`config.mk`:
```
export PLATFORM = sky130hd
export DESIGN_NAME = lc3b_pipe_ctrl
export DESIGN_NICKNAME = d
export VERILOG_FILES = /design/src/rtl/lc3b_pipe_ctrl_pkg.sv /design/src/rtl/lc3b_pipe_ctrl_scoreboard.sv /design/src/rtl/lc3b_pipe_ctrl.sv
export SDC_FILE = /design/constraint.sdc
export NUM_CORES = 1
export LEC_CHECK = 0
export CAP_MARGIN = 20
export CELL_PAD_IN_SITES_DETAIL_PLACEMENT = 1
export CELL_PAD_IN_SITES_GLOBAL_PLACEMENT = 2
export CORE_MARGIN = 4
export CORE_UTILIZATION = 26
export DETAILED_ROUTE_END_ITERATION = 10
export HOLD_SLACK_MARGIN = 0.05
export PLACE_DENSITY = 0.8
export SLEW_MARGIN = 0
export SYNTH_ARGS = -nofsm -noshare
export SYNTH_HDL_FRONTEND = slang
export SYNTH_SLANG_ARGS = --single-unit
```
`constraint.sdc`:
```
create_clock -name clk -period 2.9 [get_ports clk]
set_input_delay 0.29 -clock clk [delete_from_list [all_inputs] [get_ports clk]]
set_output_delay 0.29 -clock clk [all_outputs]
set_load 0.05 [all_outputs]
```
`src/rtl/lc3b_pipe_ctrl_pkg.sv`:
```
// Shared types for the LC-3b pipeline controller: the controller state encoding
// and the stall counter width.
package lc3b_types;

    localparam int STALL_CNT_W = 16;

    typedef enum logic [1:0] {
        RUN    = 2'd0,
        ISTALL = 2'd1,
        DSTALL = 2'd2,
        FLUSH  = 2'd3
    } lc3b_pipe_state;

endpackage

```
`src/rtl/lc3b_pipe_ctrl_scoreboard.sv`:
```
// Register busy vector: a bit is set when a writing instruction leaves decode
// and cleared at writeback. When both happen on the same bit, set wins.
module lc3b_scoreboard #(
    parameter int NUM_REGS = 8,
    parameter int REG_W    = $clog2(NUM_REGS)
) (
    input  logic             clk,
    input  logic             rst_n,
    input  logic             set_en,
    input  logic [REG_W-1:0] set_idx,
    input  logic             clr_en,
    input  logic [REG_W-1:0] clr_idx,
    input  logic [REG_W-1:0] src_a,
    input  logic             src_a_en,
    input  logic [REG_W-1:0] src_b,
    input  logic             src_b_en,
    output logic             hit
);

    logic [NUM_REGS-1:0] busy_q;
    logic [NUM_REGS-1:0] busy_d;

    always_comb begin
        busy_d = busy_q;
        if (clr_en) busy_d[clr_idx] = 1'b0;
        if (set_en) busy_d[set_idx] = 1'b1;
    end

    always_ff @(posedge clk or negedge rst_n) begin
        if (!rst_n) busy_q <= '0;
        else        busy_q <= busy_d;
    end

    assign hit = (src_a_en & busy_q[src_a]) | (src_b_en & busy_q[src_b]);

endmodule

```
`src/rtl/lc3b_pipe_ctrl.sv`:
```
// LC-3b pipeline stall/flush controller. The optional register scoreboard
// (RAW interlock) is built only when PIPE_SCOREBOARD_EN is defined.
module lc3b_pipe_ctrl
    import lc3b_types::*;
#(
    parameter int NUM_STAGES = 5,
    parameter int MEM_STAGE  = 2,
    parameter int NUM_REGS   = 8,
    localparam int REG_W     = $clog2(NUM_REGS)
) (
    input  logic                   clk,
    input  logic                   rst_n,
    input  logic                   i_mem_resp,
    input  logic                   d_req,
    input  logic                   d_mem_resp,
    input  logic                   redirect,
    input  logic [REG_W-1:0]       dec_src_a,
    input  logic [REG_W-1:0]       dec_src_b,
    input  logic                   dec_src_a_en,
    input  logic                   dec_src_b_en,
    input  logic [REG_W-1:0]       dec_dest,
    input  logic                   dec_we,
    input  logic [REG_W-1:0]       wb_dest,
    input  logic                   wb_we,
    output logic                   load_pc,
    output logic [NUM_STAGES-1:0]  stage_load,
    output logic [NUM_STAGES-1:0]  stage_valid,
    output logic                   dcache_enable,
    output logic [1:0]             ctrl_state,
    output logic [STALL_CNT_W-1:0] stall_cnt
);

    logic [NUM_STAGES-1:0]  valid_q, valid_d;
    logic [STALL_CNT_W-1:0] cnt_q, cnt_d;
    lc3b_pipe_state         state_q, state_d;

    logic                   dstall, redir, raw, istall;
    logic                   src_busy;
    logic                   sb_set;
    logic                   load_pc_c;
    logic [NUM_STAGES-1:0]  stage_load_c;

    always_comb begin
        dstall = valid_q[MEM_STAGE] & d_req & ~d_mem_resp;
        redir  = valid_q[MEM_STAGE] & redirect & ~dstall;
        raw    = valid_q[0] & src_busy & ~dstall & ~redir;
        istall = ~i_mem_resp & ~dstall & ~redir & ~raw;
        // only an instruction actually moving from stage 0 into stage 1 claims its destination
        sb_set = valid_q[0] & dec_we & ~dstall & ~redir & ~raw;

        load_pc_c    = 1'b1;
        stage_load_c = '1;
        valid_d[0]   = 1'b1;
        for (int i = 1; i < NUM_STAGES; i++) valid_d[i] = valid_q[i-1];
        state_d = RUN;

        if (dstall) begin
            load_pc_c = 1'b0;
            for (int i = 0; i <= MEM_STAGE; i++) begin
                stage_load_c[i] = 1'b0;
                valid_d[i]      = valid_q[i];
            end
            valid_d[MEM_STAGE+1] = 1'b0;
            state_d = DSTALL;
        end else if (redir) begin
            for (int i = 0; i <= MEM_STAGE; i++) valid_d[i] = 1'b0;
            valid_d[MEM_STAGE+1] = 1'b1;
            state_d = FLUSH;
        end else if (raw) begin
            load_pc_c       = 1'b0;
            stage_load_c[0] = 1'b0;
            valid_d[0]      = valid_q[0];
            valid_d[1]      = 1'b0;
            state_d = ISTALL;
        end else if (istall) begin
            load_pc_c  = 1'b0;
            valid_d[0] = 1'b0;
            state_d = ISTALL;
        end

        cnt_d = cnt_q;
        if (!load_pc_c && (cnt_q != {STALL_CNT_W{1'b1}})) cnt_d = cnt_q + STALL_CNT_W'(1);
    end

    always_ff @(posedge clk or negedge rst_n) begin
        if (!rst_n) begin
            valid_q <= '0;
            cnt_q   <= '0;
            state_q <= RUN;
        end else begin
            valid_q <= valid_d;
            cnt_q   <= cnt_d;
            state_q <= state_d;
        end
    end

`ifdef PIPE_SCOREBOARD_EN
    lc3b_scoreboard #(
        .NUM_REGS (NUM_REGS),
        .REG_W    (REG_W)
    ) u_scoreboard (
        .clk      (clk),
        .rst_n    (rst_n),
        .set_en   (sb_set),
        .set_idx  (dec_dest),
        .clr_en   (wb_we),
        .clr_idx  (wb_dest),
        .src_a    (dec_src_a),
        .src_a_en (dec_src_a_en),
        .src_b    (dec_src_b),
        .src_b_en (dec_src_b_en),
        .hit      (src_busy)
    );
`else
    // forwarding handles hazards outside this block, so decode operands never stall
    logic unused_sb_inputs;
    assign src_busy         = 1'b0;
    assign unused_sb_inputs = ^{dec_src_a, dec_src_b, dec_src_a_en, dec_src_b_en,
                                dec_dest, dec_we, wb_dest, wb_we, sb_set};
`endif

    assign load_pc       = load_pc_c;
    assign stage_load    = stage_load_c;
    assign stage_valid   = valid_q;
    assign dcache_enable = d_req & valid_q[MEM_STAGE];
    assign ctrl_state    = state_q;
    assign stall_cnt     = cnt_q;

endmodule
```
# After elaboration in Yosys (flattened, before gate mapping)
# Index checks and enable logic that the tools add are counted.
[word_totals] reg_bits=23 latch_bits=0 ramBits=0 mem_bits_ro=0 in_bits=22 output_inout_bits=30 elab_cells=29 memories=0
[classes] addsub=1 multipliers=0 div_mod_pow=0 order_cmp=0 eq_ne=1 shifts=0 muxes=11 n_bitwise=10 reduce_logical=2
[op_table] op="$add A16 B1 Y16 const B" n=1
[op_table] op="$ne A16 B16 Y1 const B" n=1
[op_table] op="$mux W2" n=5
[op_table] op="$and A1 B1 Y1" n=6
[op_table] op="$mux W1" n=5
[op_table] op="$mux W4" n=1
[op_table] op="$not A1 Y1" n=4
[op_table] op="$logic_and A1 B1 Y1" n=1
[op_table] op="$logic_not A1 Y1" n=1

# Longest topological paths before layout
# Gate-level depths: netlist (run 1).
[logic_depth] ltp_word=11 mapped_depth=6 depth_no_buf=5

# Worst setup path before layout (run 1)
# Ideal clock, no wire load.
[synth_path] path_kind="register to register" start="register valid_q[2], in the netlist stage_valid[2]" end="register cnt_q[1], in the netlist stall_cnt[1]" setup_ns=0.125 arrival_time_ns=2.200 t_required_ns=2.775 slack_ns=0.575 stages_incl_launch_ff=6 n_path_buf=1 period_less_slack_ns=2.325 path_cell_list="dfrtp_1 -> and3b_1 -> buf_4 -> nor2_1 -> nor2_2 -> mux2_4"
[synth_between] elab_chain_len=11 elab_cells_between_ends=13 classes_between="mux: 3; bitwise: 8; reduce/logical: 2"
[synth_lines] item="start: declaration" line="lc3b_pipe_ctrl.sv:33" source="logic [NUM_STAGES-1:0] valid_q, valid_d;"
[synth_lines] item="start signal: assignment" line="lc3b_pipe_ctrl.sv:91" source="valid_q <= valid_d;"
[synth_lines] item="$and A1 B1 Y1 (2 in series)" line="lc3b_pipe_ctrl.sv:44" source="dstall = valid_q[MEM_STAGE] & d_req & ~d_mem_resp;"
[synth_lines] item="$not A1 Y1"
[synth_lines] item="$and A1 B1 Y1" line="lc3b_pipe_ctrl.sv:45" source="redir = valid_q[MEM_STAGE] & redirect & ~dstall;"
[synth_lines] item="$not A1 Y1"
[synth_lines] item="$and A1 B1 Y1" line="lc3b_pipe_ctrl.sv:47" source="istall = ~i_mem_resp & ~dstall & ~redir & ~raw;"
[synth_lines] item="$mux W1" line="lc3b_pipe_ctrl.sv:75" source="end else if (istall) begin"
[synth_lines] item="$mux W1" line="lc3b_pipe_ctrl.sv:65" source="end else if (redir) begin"
[synth_lines] item="$mux W1 (*)" line="lc3b_pipe_ctrl.sv:57" source="if (dstall) begin"
[synth_lines] item="named net load_pc" line="lc3b_pipe_ctrl.sv:25" source="output logic load_pc,"
[synth_lines] item="$logic_not A1 Y1 (*)" line="lc3b_pipe_ctrl.sv:82" source="if (!load_pc_c && (cnt_q != {STALL_CNT_W{1'b1}})) cnt_d = cnt_q + STALL_CNT_W'(1);"
[synth_lines] item="$logic_and A1 B1 Y1 (*)" line="lc3b_pipe_ctrl.sv:82"
[synth_lines] item="end signal: assignment" line="lc3b_pipe_ctrl.sv:92" source="cnt_q <= cnt_d;"
[synth_lines] item="end: declaration" line="lc3b_pipe_ctrl.sv:34" source="logic [STALL_CNT_W-1:0] cnt_q, cnt_d;"
# Mark *: on every way through the listed nets, which the timed path passes. The rest lies on a longest branch.
# A chain may end at the register's enable or synchronous reset.

# Worst setup path in the final report (run 1)
[layout_path] start="register valid_q[2], in the netlist stage_valid[2]" end="output port load_pc"
[layout_between] elab_chain_len=9 elab_cells_between_ends=11 classes_between="mux: 3; bitwise: 8"
[layout_lines] item="$and A1 B1 Y1 (2 in series)" line="lc3b_pipe_ctrl.sv:44"
[layout_lines] item="$not A1 Y1"
[layout_lines] item="$and A1 B1 Y1" line="lc3b_pipe_ctrl.sv:45"
[layout_lines] item="$not A1 Y1"
[layout_lines] item="$and A1 B1 Y1" line="lc3b_pipe_ctrl.sv:47"
[layout_lines] item="$mux W1" line="lc3b_pipe_ctrl.sv:75"
[layout_lines] item="$mux W1" line="lc3b_pipe_ctrl.sv:65"
[layout_lines] item="$mux W1 (*)" line="lc3b_pipe_ctrl.sv:57"
[layout_lines] item="end: declaration" line="lc3b_pipe_ctrl.sv:25"
# Mark *: on every way between the ends. The rest lies on a longest branch, timed or not.

==> results.tsv, run 1 <==
metric	value	unit
vdd_drop_max	0.0003673	V
grt_pass1_wl	4.574	mm
clkSlewWorstSetupHoldPaths	80	ps
drt-total-wl	2.778	mm
cts.path.max_buffers	2	
antenna_found_initial	0	
cts_sinks	23	
dp_cells	179	
cts_root_buffer	clkbuf_8	
yosys_warnings	0	
die_y	74.68	µm
drive_gt1_frac	0.1128	
drc	0	
criticalPathCategory	reg -> out	
via_per_inst	4.770	
nFillCells	462	
rsz0062_at_grt	no	
ant_nets	0	
min_period	2460	ps
hold_viol	0	
power_density	840.2	nW/µm²
slew_viol_final	0	
initial_core_util	0.2790	
hold_buffers	0	
nets	157	
coreArea	4144	µm²
synthDistinctLibCells	35	
cp-start-kind	register	
cts_resized	0	
rows	23	
avgRoutedWirePerCell	15.18	µm
max_slew_margin	0.6418	
maxCapViolations	0	
cts_setup_buffers	0	
synth-edff-count	0	
die-area	5577	µm²
status	finished clean	
critPathMaxFanout	7	
cts_tree	built	
tightestPinTransition	533.2	ps
max_freq	0.4065	GHz
synthFlopType	dfrtp_1	
fin_skew	6.743	ps
syn_inst	100	
grt_max_degree	24	
clock_latency	270	ps
grt.overflow.total	0	
finalCritPeriodShare	0.8483	
cts.htree.levels	1	
final_cell_count_no_fill	183	
yosys_register_bits	23	
portBuffers	33	
required	2610	ps
routed-via-count	873	
diodes	0	
fin_tns_setup	0	ps
areaGrowthSynthToFinish	34.96	%
leakage	0.6994	nW
setup_viol	0	
critPathArrivalTime	2170	ps
grt_pass1_vias	944	
crit_path_cell_trace	and3b_1 > nor2_1 > clkdlybuf4s50_1	
drtIter0Drc	54	
hpwlAfterDp	2.135	mm
dr.pass1.iters	4	
hold_class	in -> async	
syn-cell-area	1156	µm²
die_w	74.68	µm
synth_seq_area_share	0.4978	
max_stage_delay	860	ps
end_kind	output pin	
top_level_ports	52	
async_reset_ff_frac	1.000	
grt_usage	0.1088	
cts-buffers-inserted	3	
place.gp.congestion	0.7647	
post_synth.cell_area_avg	11.56	µm²
slowest_stage	clkdlybuf4s50_1	
==> cells in the mapped netlist (2+ instances only) <==
library cell,count,area share
dfrtp_1,23,0.50
nand2_1,11,0.036
xor2_1,10,0.076
buf_4,6,0.039
o21ai_0,4,0.017
a21oi_1,3,0.013
and3_1,3,0.016
and3b_1,3,0.023
nand3_1,3,0.013
nor3_1,3,0.013
and2_1,2,0.011
nand4_1,2,0.011
nor2_1,2,0.0065
nor3b_1,2,0.013
nor4b_2,2,0.026
xnor2_1,2,0.015
==> path summary, 6_finish.rpt <==
check	slack, ps	end	cells after the start	startpoint
setup / recovery	440	load_pc	3	stage_valid[2]$_DFFE_PN0N_
hold / removal	380	ctrl_state[0]$_DFF_PN0_	2	rst_n
setup reg to reg	970	stall_cnt[10]$_DFFE_PN0P_	5	stage_valid[2]$_DFFE_PN0N_
hold reg to reg	380	stage_valid[4]$_DFF_PN0_	0	stage_valid[3]$_DFF_PN0_
max in group asynchronous	2280	stall_cnt[10]$_DFFE_PN0P_	2	rst_n
min in group clk	380	stage_valid[4]$_DFF_PN0_	0	stage_valid[3]$_DFF_PN0_
==> worst max-delay path, delay by kind of cell (launching register included) <==
family	cells	cell delay, ps
buf+inv	1	860
simple gates	2	590
flops	1	450
==> logic make-up (layout without fill, tap and decap cells) <==
| kind of cell | Yosys count | in the layout | synth area share |
|---|---|---|---|
| other cells | 1 | 2 | 0.003244 |
| compound gates | 12 | 12 | 0.08009 |
| buf+inv | 8 | 40 | 0.04545 |
| flops | 23 | 23 | 0.4978 |
| simple gates | 41 | 41 | 0.2489 |
| mux | 2 | 2 | 0.02272 |
| xor+xnor | 12 | 12 | 0.09091 |
| fa+ha+maj | 1 | 1 | 0.01082 |
==> where the power goes <==
part / switching [mW] / total, mW / internal [mW]
clock: 0.102 / 0.200 / 0.0981
combinational: 0.418 / 0.631 / 0.214
sequential: 0.0853 / 0.479 / 0.394
==> cell type report <==
cell class / instances / area [µm²] / area share
flip-flops and latches: 23 / 575.6 / 0.3689
multi-input cells: 70 / 531.8 / 0.3408
repair buffers: 34 / 337.8 / 0.2165
well taps: 50 / 62.56 / 0.04010
clock buffers: 4 / 45.04 / 0.02887
inverters: 2 / 7.507 / 0.004812
==> stage by stage <==
step	worst slack, ps	hold slack, ps	total power [mW]	util	area, µm²
2_1_floorplan	575.0	-5.591	0.9090	-	1160
4_1_cts	420.6	384.7	1.329	0.3765	1560
3_5_place_dp	459.7	366.4	1.124	0.3656	1515
5_1_grt	355.9	406.3	1.383	0.3765	1560
3_3_place_gp	464.6	362.7	1.105	0.3656	1515
6_report	439.9	381.6	1.311	0.3765	1560
==> routing by layer <==
layer  vias up  routed length, µm  track usage  share of wire
met1       427               1253       0.1412           0.45
li1        412                  -            -              -
met4         0                 61      0.05336          0.022
met2        29               1314       0.1785           0.47
met3         5                148      0.01469          0.053
met5         -                  0            0              0
==> cells in the final DEF (no fill, tap or decap), types with 2 or more instances in the layout <==
cell / synthesis / final
nand2_1: 11 / 11
xor2_1: 10 / 10
clkdlybuf4s50_1: 0 / 33
conb_1: 1 / 2
xnor2_1: 2 / 2
and2_1: 2 / 2
a21oi_1: 3 / 3
nand3_1: 3 / 3
nor2_1: 2 / 2
and3b_1: 3 / 3
o21ai_0: 4 / 4
nor3_1: 3 / 3
nor3b_1: 2 / 2
dfrtp_1: 23 / 23
nor4b_2: 2 / 2
clkbuf_8: 0 / 3
and3_1: 3 / 3
nand4_1: 2 / 2
==> sequential cells by signal (all words and copies together) (netlist names) <==
signal       flops
ctrl_state       2
stage_valid      5
stall_cnt       16
No activity file was read; power rests on OpenSTA's default activity.
==> run 2, diff against run 1 <==
- CORE_UTILIZATION: 26 -> 22
- PLACE_DENSITY: 0.8 -> 0.72
- clock period: 2.9 -> 2.2 ns (I/O delays scaled with it)
==> run 2 against run 1 <==
  * Count of clock-buffer cells in the layout is 1 lower
  * Final area is 5.4% higher
  * Hold slack worse by 78 ps
==> results.tsv, run 2 (synthesis results as in run 1) <==
metric	value	unit	change
clkSlewWorstSetupHoldPaths	80	ps	about the same
cts_root_buffer	clkbuf_8		unchanged
areaGrowthSynthToFinish	42.21	%	was 34.96%
grt.overflow.total	0		unchanged
max_slew_margin	0.5765		was 0.6418
cts.path.max_buffers	2		unchanged
required	1980	ps	was 2610 ps
min_period	1870	ps	
setup_viol	0		unchanged
clkPwrFrac	0.152		was 0.153
critPathMaxFanout	7		unchanged
cts_tree	built		unchanged
grt_max_degree	24		unchanged
die_y	80.49	µm	was 74.68 µm
initial_core_util	0.2264		was 0.2790
final_common_cell	clkdlybuf4s50_1		unchanged
status	finished clean		unchanged
leakage	0.7359	nW	was 0.6994 nW
p_comb_frac	0.490		was 0.482
cts_resized	0		unchanged
p_sw	814.7	µW	was 605.2 µW
nets	159		was 157
coreArea	5107	µm²	was 4144 µm²
cts_setup_buffers	0		unchanged
r2r_slack	330	ps	was 970 ps
drtIter0Drc	68		was 54
tightestPinTransition	630.5	ps	was 533.2 ps
fin_tns_setup	0	ps	unchanged
cts-buffers-inserted	3		unchanged
antenna_found_initial	0		unchanged
die-area	6479	µm²	was 5577 µm²
hold_viol	0		unchanged
slew_viol_final	0		unchanged
hold_buffers	0		unchanged
crit_start	stage_valid[2]$_DFFE_PN0N_		unchanged
place.gp.congestion	0.7658		was 0.7647
routed-via-count	894		was 873
ant_nets	0		unchanged
rsz0062_at_grt	no		unchanged
vdd_drop_max	0.0002836	V	was 0.0003673 V
grt_pass1_vias	972		was 944
fin_skew	1.665	ps	was 6.743 ps
power_density	1075	nW/µm²	was 840.2 nW/µm²
clock_latency	270	ps	about the same
largest_register_ffs	16		unchanged
hold_class	in -> async		unchanged
nFillCells	576		was 462
p_seq_frac	0.357		was 0.366
dr.pass1.iters	2		was 4
die_w	80.49	µm	was 74.68 µm
post-route-util	0.3219		was 0.3765
layout_common_cells	clkdlybuf4s50_1 (29), dfrtp_1 (23), nand2_1 (11)		was clkdlybuf4s50_1 (33), dfrtp_1 (23), nand2_1 (11)
via_per_inst	4.361		was 4.770
finalCritPeriodShare	0.8499		
grt_pass1_wl	4.719	mm	was 4.574 mm
maxCapViolations	0		unchanged
cts.htree.levels	1		unchanged
worstReg2RegStart	stall_cnt[0]$_DFFE_PN0P_		was stage_valid[2]$_DFFE_PN0N_
portBuffers	33		unchanged
max_freq	0.5348	GHz	
diodes	0		unchanged
drc	0		unchanged
cp-start-kind	register		unchanged
drt-total-wl	2.854	mm	was 2.778 mm
grt_usage	0.09445		was 0.1088
top_level_ports	52		unchanged
rows	26		was 23
criticalPathCategory	reg -> out		unchanged
avgRoutedWirePerCell	13.92	µm	was 15.18 µm
end_kind	output pin		unchanged
cts_sinks	23		unchanged
swShare	0.4610		was 0.4616
drive_gt1_frac	0.1704		was 0.1128
critPathArrivalTime	1650	ps	was 2170 ps
hpwlAfterDp	2.201	mm	was 2.135 mm
p_int	952.7	µW	was 705.8 µW
-- run 2: cell count changes in the layout (fill, tap and decap cells not counted), sizes merged --
cell / previous run / this run
clkbuf: 4 / 3
buf: 1 / 7
clkinv: 0 / 1
clkdlybuf4s50: 33 / 29
-- run 2: power groups by stage --
stage	registers (mW)	clock network [mW]	logic, mW
after CTS	0.636	0.279	0.877
after global placement	0.635	0	0.861
after detailed placement	0.643	0	0.875
after global routing	0.654	0.292	0.902
final	0.631	0.269	0.867
after floorplan	0.937	0	0.263
-- run 2: critical path, stage by stage, from the launching register on --
cell and delay, ps:
dfrtp_1 440, and2_1 150, clkdlybuf4s50_1 790
-- run 2: per-stage QoR --
stage | setup slack (ps) | power [mW] | hold slack [ps] | cells | area (µm²)
3_3_place_gp | 323.0 | 1.496 | 362.5 | 201 | 1598
4_1_cts | 305.9 | 1.792 | 315.0 | 205 | 1644
3_5_place_dp | 285.6 | 1.518 | 374.4 | 201 | 1598
2_1_floorplan | 131.3 | 1.200 | -75.59 | 101 | 1162
6_report | 330.3 | 1.767 | 303.9 | 205 | 1644
5_1_grt | 188.1 | 1.848 | 340.1 | 205 | 1644
-- run 2: metal layers --
| metal | share of wire | global-route usage | vias up |
|---|---|---|---|
| met5 | 0 | 0 | - |
| met2 | 0.47 | 0.1531 | 32 |
| li1 | - | - | 418 |
| met4 | 0.014 | 0.03041 | 0 |
| met3 | 0.083 | 0.03363 | 5 |
| met1 | 0.43 | 0.1162 | 439 |
-- run 2: path summary, 6_finish.rpt --
check,cells after the start,to
hold / removal,2,ctrl_state[0]$_DFF_PN0_
setup / recovery,2,dcache_enable
max in group asynchronous,2,stall_cnt[14]$_DFFE_PN0P_
setup reg to reg,5,stall_cnt[1]$_DFFE_PN0P_
hold reg to reg,0,stage_valid[4]$_DFF_PN0_
min in group clk,0,stage_valid[4]$_DFF_PN0_
-- run 2: final cells by class --
| cell class | count | area, µm² | area share |
|---|---|---|---|
| Clock inverter | 1 | 5.005 | 0.003044 |
| Clock buffer | 3 | 41.29 | 0.02511 |
| Tap cell | 70 | 87.58 | 0.05327 |
| Inverter | 2 | 7.507 | 0.004566 |
| Sequential cell | 23 | 575.6 | 0.3501 |
| Timing Repair Buffer | 36 | 392.9 | 0.2390 |
| Multi-Input combinational cell | 70 | 534.3 | 0.3250 |
